--- src/rtl/pa_clic_arb_scan_pkg.sv ---
// Shared CLIC arbiter definitions: FSM encoding, key width, default sizing and
// the candidate record with its priority compare used by every arbitration stage.
package pa_clic_arb_scan_pkg;

  typedef enum logic {
    ST_IDLE = 1'b0,
    ST_SCAN = 1'b1
  } arb_state_e;

  localparam int KEY_WIDTH   = 9;
  localparam int IDX_WIDTH   = 12;
  localparam int DEF_INT_NUM = 64;
  localparam int DEF_GRP     = 8;

  typedef struct packed {
    logic                 vld;
    logic [KEY_WIDTH-1:0] key;  // {mode, clicintctl}
    logic [7:0]           il;
    logic                 hv;
    logic [IDX_WIDTH-1:0] idx;
  } arb_cand_t;

  // True when a should displace b: valid, higher key, or equal key and lower ID.
  function automatic logic cand_beats(input arb_cand_t a, input arb_cand_t b);
    if (!a.vld) return 1'b0;
    if (!b.vld) return 1'b1;
    if (a.key != b.key) return (a.key > b.key);
    return (a.idx < b.idx);
  endfunction

  function automatic arb_cand_t cand_merge(input arb_cand_t a, input arb_cand_t b);
    return cand_beats(b, a) ? b : a;
  endfunction

endpackage

--- src/rtl/pa_clic_arb_scan_grp_cmp.sv ---
// Combinational GRP-input tournament tree; ties resolve to the lower source ID.
module pa_clic_arb_grp_cmp
  import pa_clic_arb_scan_pkg::*;
#(
  parameter int GRP = DEF_GRP
) (
  input  arb_cand_t cand_i [GRP],
  output arb_cand_t win_o
);

  localparam int NODES = 2 * GRP - 1;

  arb_cand_t node [NODES];

  // NOTE: blocking assignments in always_comb; each tree level reads values
  // written earlier in the same pass, which non-blocking would not provide.
  always_comb begin
    for (int i = 0; i < NODES; i++) node[i] = '0;
    for (int i = 0; i < GRP; i++) node[GRP-1+i] = cand_i[i];
    for (int n = GRP - 2; n >= 0; n--) node[n] = cand_merge(node[2*n+1], node[2*n+2]);
  end

  assign win_o = node[0];

endmodule

--- src/rtl/pa_clic_arb_scan.sv ---
// Time-multiplexed CLIC arbiter: scans one GRP-wide group per cycle, keeps a
// running best and publishes the winner of each full sweep.
module pa_clic_arb_scan
  import pa_clic_arb_scan_pkg::*;
#(
  parameter int INT_NUM  = DEF_INT_NUM,
  parameter int GRP      = DEF_GRP,
  parameter int ID_WIDTH = 12
) (
  input  logic                  clicreg_clk,
  input  logic                  cpurst_b,
  input  logic                  arb_en,
  input  logic                  busif_arb_cfg_chg,
  input  logic [INT_NUM-1:0]    kid_arb_int_pend,
  input  logic [INT_NUM-1:0]    kid_arb_int_en,
  input  logic [INT_NUM-1:0]    kid_arb_int_mode,
  input  logic [INT_NUM-1:0]    kid_arb_int_hv,
  input  logic [8*INT_NUM-1:0]  kid_arb_int_ctl,
  input  logic [7:0]            ctrl_arb_lvl_mask,
  output logic                  arb_ctrl_int_req_raw,
  output logic [ID_WIDTH-1:0]   arb_ctrl_int_id,
  output logic [7:0]            arb_ctrl_int_il,
  output logic                  arb_ctrl_int_mode,
  output logic                  arb_ctrl_int_hv,
  output logic                  arb_sweep_done
);

  localparam int NGRP = INT_NUM / GRP;
  localparam int GW   = (NGRP > 1) ? $clog2(NGRP) : 1;
  localparam int SW   = (INT_NUM > 1) ? $clog2(INT_NUM) : 1;

  arb_state_e           state_q, state_d;
  logic [GW-1:0]        grp_idx_q, grp_idx_d;
  arb_cand_t            best_q, best_d;
  logic                 pub_vld_q, pub_vld_d;
  logic [IDX_WIDTH-1:0] pub_id_q, pub_id_d;
  logic [7:0]           pub_il_q, pub_il_d;
  logic                 pub_mode_q, pub_mode_d;
  logic                 pub_hv_q, pub_hv_d;

  arb_cand_t grp_cand [GRP];
  arb_cand_t grp_win;
  arb_cand_t merged;
  logic      last_grp;

  // Gather the group currently selected by grp_idx_q.
  for (genvar g = 0; g < GRP; g++) begin : g_gather
    logic [IDX_WIDTH-1:0] src;
    logic [SW-1:0]        sel;
    logic [7:0]           ctl;

    assign src = IDX_WIDTH'(grp_idx_q) * IDX_WIDTH'(GRP) + IDX_WIDTH'(g);
    assign sel = src[SW-1:0];
    assign ctl = kid_arb_int_ctl[{sel, 3'b000} +: 8];

    assign grp_cand[g] = '{
      vld: kid_arb_int_pend[sel] & kid_arb_int_en[sel],
      key: {kid_arb_int_mode[sel], ctl},
      il:  (ctl & ctrl_arb_lvl_mask) | ~ctrl_arb_lvl_mask,
      hv:  kid_arb_int_hv[sel],
      idx: src
    };
  end

  pa_clic_arb_grp_cmp #(
    .GRP(GRP)
  ) u_grp_cmp (
    .cand_i(grp_cand),
    .win_o (grp_win)
  );

  // Earlier groups hold lower IDs, so the running best sits on the tie-winning side.
  assign merged   = cand_merge(best_q, grp_win);
  assign last_grp = (grp_idx_q == GW'(NGRP - 1));

  // NOTE: every next-state signal takes its hold value first, so no path
  // through the case leaves one unassigned and no latch is inferred.
  always_comb begin
    state_d        = state_q;
    grp_idx_d      = grp_idx_q;
    best_d         = best_q;
    pub_vld_d      = pub_vld_q;
    pub_id_d       = pub_id_q;
    pub_il_d       = pub_il_q;
    pub_mode_d     = pub_mode_q;
    pub_hv_d       = pub_hv_q;
    arb_sweep_done = 1'b0;

    case (state_q)
      ST_IDLE: begin
        grp_idx_d  = '0;
        best_d     = '0;
        pub_vld_d  = 1'b0;
        pub_id_d   = '0;
        pub_il_d   = '0;
        pub_mode_d = 1'b0;
        pub_hv_d   = 1'b0;
        if (arb_en) state_d = ST_SCAN;
      end
      ST_SCAN: begin
        if (!arb_en) begin
          state_d    = ST_IDLE;
          grp_idx_d  = '0;
          best_d     = '0;
          pub_vld_d  = 1'b0;
          pub_id_d   = '0;
          pub_il_d   = '0;
          pub_mode_d = 1'b0;
          pub_hv_d   = 1'b0;
        end else if (busif_arb_cfg_chg) begin
          // Restart the sweep; published winner stays as is.
          grp_idx_d = '0;
          best_d    = '0;
        end else if (last_grp) begin
          pub_vld_d      = merged.vld;
          pub_id_d       = merged.vld ? merged.idx : '0;
          pub_il_d       = merged.vld ? merged.il : '0;
          pub_mode_d     = merged.vld & merged.key[KEY_WIDTH-1];
          pub_hv_d       = merged.vld & merged.hv;
          arb_sweep_done = 1'b1;
          best_d         = '0;
          grp_idx_d      = '0;
        end else begin
          best_d    = merged;
          grp_idx_d = grp_idx_q + GW'(1);
        end
      end
    endcase
  end

  // NOTE: non-blocking assignments for all state so every register samples
  // the pre-edge value of the others.
  always_ff @(posedge clicreg_clk or negedge cpurst_b) begin
    if (!cpurst_b) begin
      state_q    <= ST_IDLE;
      grp_idx_q  <= '0;
      best_q     <= '0;
      pub_vld_q  <= 1'b0;
      pub_id_q   <= '0;
      pub_il_q   <= '0;
      pub_mode_q <= 1'b0;
      pub_hv_q   <= 1'b0;
    end else begin
      state_q    <= state_d;
      grp_idx_q  <= grp_idx_d;
      best_q     <= best_d;
      pub_vld_q  <= pub_vld_d;
      pub_id_q   <= pub_id_d;
      pub_il_q   <= pub_il_d;
      pub_mode_q <= pub_mode_d;
      pub_hv_q   <= pub_hv_d;
    end
  end

  // Request is re-qualified against live pend/en so a dropped source never requests.
  always_comb begin
    arb_ctrl_int_req_raw = pub_vld_q
                         & kid_arb_int_pend[pub_id_q[SW-1:0]]
                         & kid_arb_int_en[pub_id_q[SW-1:0]];
  end

  assign arb_ctrl_int_id   = ID_WIDTH'(pub_id_q);
  assign arb_ctrl_int_il   = pub_il_q;
  assign arb_ctrl_int_mode = pub_mode_q;
  assign arb_ctrl_int_hv   = pub_hv_q;

endmodule

--- config.mk ---
export PLATFORM = sky130hd
export DESIGN_NAME = pa_clic_arb_scan
export DESIGN_NICKNAME = d
export VERILOG_FILES = /design/src/rtl/pa_clic_arb_scan_pkg.sv /design/src/rtl/pa_clic_arb_scan_grp_cmp.sv /design/src/rtl/pa_clic_arb_scan.sv
export SDC_FILE = /design/constraint.sdc
export NUM_CORES = 1
export LEC_CHECK = 0
export CORE_AREA = 4 4 314 316
export CTS_CLUSTER_DIAMETER = 150
export CTS_CLUSTER_SIZE = 10
export DETAILED_ROUTE_END_ITERATION = 10
export DIE_AREA = 0 0 318 320
export PLACE_DENSITY = 0.52
export RECOVER_POWER = 100
export SYNTH_ARGS = -nofsm -noshare
export SYNTH_HDL_FRONTEND = slang
export SYNTH_HIERARCHICAL = 1
export SYNTH_SLANG_ARGS = --single-unit
--- constraint.sdc ---
create_clock -name clicreg_clk -period 11.61 [get_ports clicreg_clk]
set_clock_uncertainty 0.15 [all_clocks]
set_input_delay 1.7415 -clock clicreg_clk [delete_from_list [all_inputs] [get_ports clicreg_clk]]
set_output_delay 1.7415 -clock clicreg_clk [all_outputs]
set_load 0.03 [all_outputs]
### Word level (Yosys, flattened, before mapping)

Index checks and enable logic that the tools add are counted.

| word-level totals | value |
|---|---|
| bits in registers | 58 |
| input bits | 780 |
| output and inout bits | 24 |
| logic and storage cells | 296 |

| cells by class | value |
|---|---|
| add/sub/neg operators | 8 |
| $lt $le $gt $ge | 25 |
| eq/ne operators | 12 |
| shift-type cells | 8 |
| mux-type cells | 199 |
| bitwise logic cells | 30 |
| reductions and logical operators | 1 |

Operators by type and width:

| kind | number |
|---|---|
| 512-bit by 10-bit variable part select with 8-bit output | 8 |
| 31-bit two-way mux | 11 |
| 1-bit binary-select mux with 6-bit select | 30 |
| 1-bit two-way mux | 136 |
| 9-bit greater-than comparator | 8 |
| 9-bit inequality test | 8 |
| 8-bit AND | 8 |
| 8-bit bitwise OR | 8 |
| 6-bit by 7-bit < comparator with 1-bit output, second input constant | 9 |
| 31-bit case mux with 2 select lines | 1 |
| 12-bit < comparator | 4 |
| 12-bit two-way mux | 4 |
| 8-bit two-way mux | 4 |
| 6-bit by 3-bit adder with 7-bit output, second input constant | 4 |
| 12-bit case mux with 2 select lines | 1 |
| 7-bit < comparator | 3 |
| 8-bit case mux with 2 select lines | 1 |
| 6-bit by 2-bit adder with 7-bit output, second input constant | 2 |
| 1-bit AND | 12 |
| 1-bit binary-select mux with 3-bit select | 4 |
| 3-bit two-way mux | 3 |
| 8-bit inverter | 1 |
| 6-bit by 1-bit adder with 7-bit output, second input constant | 1 |
| 7-bit by 6-bit < comparator with 1-bit output | 1 |
| other kinds (9) | 11 |

### Depth between registers and ports, before layout

Gate-level depths: netlist of run 1.

| depth | value |
|---|---|
| word-level depth | 41 |
| gate-level depth with buffers | 49 |
| mapped depth without buffers | 38 |

### By module

The synthesis of run 1 kept the hierarchy.

By module, submodules not included:

| module | instances | cells each | area an instance (µm²) | seq. area each (µm²) |
|---|---|---|---|---|
| pa_clic_arb_scan | 1 | 899 | 9,623.0 | 1,451.4 |
| pa_clic_arb_grp_cmp | 1 | 789 | 6,028.3 | 0.0 |

### Worst setup path after synthesis of run 1

OpenSTA, ideal clock, no wires.

| path | value |
|---|---|
| path type | input-to-reg |
| start | input port kid_arb_int_ctl[507] |
| end | register pub_hv_q (netlist: arb_ctrl_int_hv) |
| setup time | 0.131 ns |
| arrival time | 10.294 ns |
| slack | 1.034 ns |
| stages | 38 |
| path buffers | 4 |
| cell sequence | mux4_2 -> mux2_2 -> ha_1 -> and3_1 -> o311a_1 -> a211oi_1 -> o32ai_1 -> nand2_1 -> buf_1 -> mux2i_1 -> inv_1 -> ha_1 -> nand3_1 -> or3_1 -> or4_1 -> a21oi_1 -> inv_1 -> a31oi_2 -> [... 2 more ...] -> ha_1 -> nor2b_1 -> o21a_1 -> o21a_1 -> o21a_1 -> o21a_1 -> o21ai_0 -> a21oi_1 -> a311oi_1 -> buf_2 -> mux2_2 -> ha_1 -> nand4_1 -> o41a_1 -> o32a_1 -> nor2_2 -> buf_2 -> o211ai_1 |

RTL lines:

| item | RTL line | RTL |
|---|---|---|
| from (decl) | pa_clic_arb_scan.sv:18 | `input logic [8*INT_NUM-1:0] kid_arb_int_ctl,` |
| to (signal assigned) | pa_clic_arb_scan.sv:151 | `pub_hv_q <= pub_hv_d;` |
| to (decl) | pa_clic_arb_scan.sv:39 | `logic pub_hv_q, pub_hv_d;` |

==> metrics, run 1 <==
status=finished, violations left; failing checks=capacitance limit, slew limit; number of remaining DRC errors=0; top layer in use=met5; WL final=between 100000 and 150000 um; synthesized cell area=about 0.016 mm^2; vias in the first global route=around 18000; H-tree Lvls=3; Critical Path RT=11.70 ns; GP Congestion=around 1.1; Starting Density=between 15 and 20%; Area Overhead vs Synth=71.5%; Crit. path cell count=about 40; cell with the most instances after synthesis=inv_1; Worst Setup End Kind=flop; die height=roughly 320 um; ys async rst share=100%; Period Utilization, post-route=94.7%; Final Max Tran Viols=between 50 and 60; unrepaired setup endpoints after global routing=false; CP max FO=22; Final #Nets=3603; die area=around 0.1 mm^2; post-DP HPWL=between 80000 and 90000 um; post-synth top area share=about a quarter; sequential element share of the synthesized area=under 10%; largest net degree at the start of global routing=approximately 60; maximum clock insertion buffer count=2; clock root cell=clkbuf_16; total core area=0.0960 mm^2; highest-delay cell along the critical path=clkdlybuf4s50_1; clock latency on the worst-skew pair=around 0.33 ns; Yosys reg bits=58; initial antenna violation count=37; DRT met1 WL=45400 um; Hold WC Path Type=flop to flop; Max-Cap Viols=1; Slew @ Worst Pin=~3.4 ns; gr usage total=19.2%; number of routed nets with antenna violations=0; CTS tree=built; Peak VDD IR=0.0000737 V; Slew HR=-128%; Synth Warn #=6; worst path bufs/invs=8; TNS Setup=0 ns; top post-synthesis cells by area=mux4_2, ha_1, mux2i_1, dfrtp_1, mux2_2; WHS Path Cells=2; IO Count=around 800; met2 wire length=slightly below 50000 um; CTS Hold Bufs=0; worst hold slack=between 0.3 and 0.4 ns; Synth cell types=64; clk slew on worst S/H paths=about 0.05 ns; Pleak=10.9 nW; Yosys top cell by area=mux4_2; PortBufs=~800; crit path launch type=primary input; CP delay by family, top=compound AO/OA/AOI/OAI gates; Crit Path Class=primary input to flop; Avg Inst Size Synth=9.27 um^2; DR WL met3=roughly 6300 um; Most used DFF post-synth=dfrtp_1; Max Freq=between 90 and 100 MHz; Die X=between 300 and 400 um; worst reg2reg path depth=42; CTS Buf Count=9; number of core rows=114; grt total ovfl=0; violation count after the first detailed-routing iteration=roughly 1200; Post-synth top cells=inv_1, mux4_2, ha_1; routed vias/inst=around 4.5; CP arrival=~11 ns; Post-synth EDFFs=0; via count=about 18000; average wire per standard cell=around 26 um; gate count after technology mapping=~1700; Final Hold Fails=0; Setup violations, final=0; layout cells sized above 1=about a fifth; Clock Sink Count=58; Pwr per Cell Area=between 60 and 70 mW/mm^2; first-pass GRT wire length=~140000 um; first-pass detailed-route iteration total=5; Final min period=11.00 ns; max incr delay on CP=0.57 ns
[layout by cell type, fill, tap and decap left out, types with 49 or more instances in the layout]
cell / Yosys / layout
a21oi_1: 103 / 103
mux4_2: 170 / 170
or2_2: 66 / 66
mux2_2: 111 / 109
o211ai_1: 49 / 49
conb_1: 2 / 139
clkdlybuf4s50_1: 0 / 777
mux2i_1: 155 / 151
o21ai_0: 80 / 80
nand3_1: 78 / 78
inv_1: 180 / 180
buf_4: 8 / 120
nand2_1: 122 / 121
ha_1: 162 / 162
dfrtp_1: 58 / 55
[metal layers]
metal	global-route usage (%)	vias up
li1	-	8257
met1	25.4	8560
met2	33.0	689
met3	3.85	100
met4	2.73	30
met5	0	-
[layout make-up]
cell class,count,area (um^2)
clock buffer,11,243
sequential,58,1460
fill,10200,69200
timing repair buffer,941,9210
multi-input combinational,1471,13600
tap,1276,1600
antenna,9,22.5
inverter,180,676
clock inverter,5,53.8
[stage by stage]
step                setup slack [ns]  power [W]  instances  utilization (%)  cell area [um^2]
global placement               0.134    0.00134       3918             27.5             26400
detailed placement           0.00486    0.00134       3918             27.5             26400
global route                 0.00575    0.00177       3944             27.9             26800
floorplan                       1.03   0.000781       1825                -             16200
finish                         0.610    0.00165       3951             28.0             26800
CTS                            0.345    0.00162       3934             27.8             26700
[final timing paths]
kind,slack [ns],startpoint,end
worst max-delay path,0.61,kid_arb_int_ctl[394],best_q[28]
worst min-delay path,0.34,arb_ctrl_int_id[11],arb_ctrl_int_id[11]
worst max register to register,0.84,grp_idx_q[0],best_q[28]
worst min register to register,0.34,arb_ctrl_int_id[11],arb_ctrl_int_id[11]
max in group asynchronous,6.39,cpurst_b,grp_idx_q[0]
min in group asynchronous,2.53,cpurst_b,state_q
[cell families after synthesis]
logic type / share of synthesized area, %
mux: 44.0
flops: 9.27
buf+inv: 7.83
other cells: 0.0480
compound gates: 12.5
simple gates: 13.3
fa+ha+maj: 13.0
[flip-flops by register name, summed over array words and instances, names as in the netlist]
register,count
arb_ctrl_int_hv,1
pub_vld_q,1
arb_ctrl_int_id,12
arb_ctrl_int_mode,1
state_q,1
grp_idx_q,3
best_q,31
arb_ctrl_int_il,8
[power by group]
group / total [W] / internal, W / switching, W
sequential: 0.000219 / 0.000210 / 0.00000954
combinational: 0.00116 / 0.000633 / 0.000529
clock: 0.000268 / 0.000171 / 0.0000968
[what timing repair did]
action,4_1_cts,5_1_grt
endpoints found under the setup margin,0,52
buffers inserted,0,8
gates resized for setup,0,10
[worst reg2reg max path, delay by kind of cell (launching register included)]
| family | cells | cell delay, ns |
|---|---|---|
| compound gates | 18 | 3.36 |
| mux | 5 | 1.84 |
| buf+inv | 9 | 1.73 |
| simple gates | 6 | 1.40 |
| fa+ha+maj | 4 | 1.15 |
| flops | 1 | 1.07 |
Power figures use the tool's default switching activity.
==> run 2: changes to the inputs <==
- CORE_AREA: 4 4 314 316 -> 4 4 315 317
- DIE_AREA: 0 0 318 320 -> 0 0 319 321
- PLACE_DENSITY: 0.52 -> 0.47
- SYNTH_HIERARCHICAL: 1 -> not set
==> run 2 against run 1 <==
Net effect: the flow still finishes with violations (capacitance limit, slew limit); routed wire length shrank 16%; sequential share of layout area grew 1.3 points; hold slack lost 0.011 ns; critical endpoint is now arb_ctrl_int_il[4]; die area grew 0.63%; fmax grew 1.0%; clock power grew 7%; count of clock-buffer cells in the layout is the same; via count shrank 23%.
==> metrics, run 2 <==
maximum clock insertion buffer count=2; post-DP HPWL=~77000 um; total power=around 0.0014 W; Worst Setup End Kind=flop; Area Overhead vs Synth=88.0%; max incr delay on CP=approximately 0.53 ns; Post-synth top cells=mux4_2, o21ai_0, nand2_1; largest net degree at the start of global routing=59; post-place setup slack=around 0.13 ns; via count=about 13000; Sw Ratio=between 30 and 40%; IO Count=about 800; Slew @ Worst Pin=3.30 ns; sequential power share=between 15 and 20%; average wire per standard cell=between 20 and 30 um; clock share of power=between 20% and 30%; Pint=~0.00088 W; status=finished, violations left; Yosys reg bits=58; Setup violations, final=0; share of power burned in combinational logic=63.6%; CP max FO=10; ys async rst share=100%; die area=0.102 mm^2; Yosys top cell by area=mux4_2; Die X=approximately 320 um; Final #Nets=~2800; sequential element share of the synthesized area=roughly 13%; Avg Inst Size Synth=slightly above 10 um^2; Final min period=roughly 11 ns; highest-delay cell along the critical path=mux4_2; register with the most flip-flops=best_q; Peak VDD IR=~0.000067 V; Max Freq=just over 90 MHz; Hold WC Path Type=flop to flop; first-pass detailed-route iteration total=5; Largest register FFs=31; post-synthesis net count=between 1500 and 2000; R2R setup slack=1.14 ns; Starting Density=11.9%; Max-Cap Viols=3; Pleak=7.57 nW; GP Congestion=between 0.9 and 1; Synth cell types=67; routed vias/inst=between 4 and 5; gr usage total=approximately 16%; WL final=85800 um; Final Hold Fails=0; CP arrival=around 11 ns; most frequent cells in the layout=clkdlybuf4s50_1, mux4_2, o21ai_0, nand2_1, ha_1; most frequent CP cell=a21oi_1; Setup WS post-layout=around 0.72 ns; commonest non-fill, non-tap cell in the layout=clkdlybuf4s50_1; worst hold slack=roughly 0.33 ns; Slew HR=-120%; cell with the most instances after synthesis=mux4_2; CTS tree=built; TNS Setup=0 ns; unrepaired setup endpoints after global routing=false; initial antenna violation count=31; crit path launch type=primary input; vias in the first global route=13900; clk slew on worst S/H paths=0.06 ns; Crit Path Class=primary input to flop; Clock Sink Count=between 50 and 60; number of routed nets with antenna violations=0; synthesized cell area=between 0.01 and 0.015 mm^2; grt total ovfl=0; total core area=0.0963 mm^2; Most used DFF post-synth=dfrtp_1; H-tree Lvls=3; number of core rows=114; violation count after the first detailed-routing iteration=roughly 1000; CTS Hold Bufs=0; sw power=between 0.0004 and 0.0005 W; number of remaining DRC errors=0; gate count after technology mapping=1132; top post-synthesis cells by area=mux4_2, dfrtp_1, ha_1, mux2i_1, o21ai_0; Filler cells=10500; first-pass GRT wire length=between 100000 and 150000 um; PortBufs=between 800 and 900; clock root cell=clkbuf_16; layout cells sized above 1=between 10% and 20%; Pwr per Cell Area=between 60 and 70 mW/mm^2; post-synth top area share=35.6%; clock latency on the worst-skew pair=roughly 0.33 ns; Period Utilization, post-route=between 90% and 100%; Synth Warn #=0; Post-synth EDFFs=0; Critical Path RT=between 10 and 15 ns; die height=321 um; failing checks=capacitance limit, slew limit; Final Max Tran Viols=118; CTS Buf Count=9
-- run 2: changes by cell type in the layout (fill, tap and decap cells not counted), sizes merged, moves of 68 or more --
cell | before | now
buf | 134 | 66
mux2i | 155 | 73
ha | 162 | 79
inv | 180 | 51
conb | 139 | 0
mux2 | 111 | 22
-- run 2: repair_timing --
item	4_1_cts	5_1_grt
hold endpoints to repair	0	0
buffers inserted	0	2
endpoints found under the setup margin	0	49
gates resized for setup	0	7
-- run 2: logic make-up (layout without fill, tap and decap cells) --
family	Yosys count	in the layout	synth area share [%]
compound gates	314	314	18.0
mux	277	277	44.1
simple gates	267	267	11.2
buf+inv	137	941	5.40
fa+ha+maj	79	79	8.59
flops	58	58	12.6
other cells	0	5	0
-- run 2: through the flow --
step	instance area, um^2	instances	util [%]
3_5_place_dp	21300	3194	22.1
6_report	21600	3217	22.5
4_1_cts	21600	3210	22.5
5_1_grt	21600	3215	22.5
2_1_floorplan	11500	1132	-
3_3_place_gp	21300	3194	22.1
-- run 2: final cells by class --
cell class | instances | area, um^2 | area share, %
clock inverter | 5 | 77.6 | 0.359
sequential | 58 | 1460 | 6.76
inverter | 51 | 191 | 0.885
timing repair buffer | 874 | 8620 | 39.9
multi-input combinational | 937 | 9420 | 43.6
antenna | 5 | 12.5 | 0.0579
tap | 1276 | 1600 | 7.38
clock buffer | 11 | 243 | 1.12
-- run 2: worst paths after layout --
kind / start / end / cells past startpoint
setup reg to reg: grp_idx_q[0] / arb_ctrl_int_il[4] / 39
min in group asynchronous: cpurst_b / arb_ctrl_int_id[11] / 2
max in group asynchronous: cpurst_b / grp_idx_q[0] / 2
hold reg to reg: pub_vld_q / pub_vld_q / 2
setup / recovery: kid_arb_int_ctl[390] / arb_ctrl_int_il[4] / 41
hold / removal: pub_vld_q / pub_vld_q / 2
-- run 2: power by group through the flow --
stage | sequential (W) | clock, W | combinational [W]
after detailed placement | 0.000218 | 0 | 0.000874
after global placement | 0.000218 | 0 | 0.000877
after global routing | 0.000215 | 0.000301 | 0.000945
final | 0.000214 | 0.000287 | 0.000875
after CTS | 0.000215 | 0.000293 | 0.000878
after floorplan | 0.000214 | 0 | 0.000396
-- run 2: metal layers --
| layer | part of all wire, % | vias to the layer above | track usage (%) |
|---|---|---|---|
| li1 | - | 6214 | - |
| met1 | 42 | 6608 | 20.1 |
| met2 | 51 | 582 | 28.7 |
| met3 | 4.9 | 82 | 2.47 |
| met4 | 1.4 | 8 | 1.95 |
| met5 | 0.064 | - | 0 |
-- run 2: worst max-delay path: cells and delay by family --
family,cells,cell delay [ns]
fa+ha+maj,4,1.16
mux,2,0.77
simple gates,7,1.34
buf+inv,6,1.23
compound gates,22,4.65
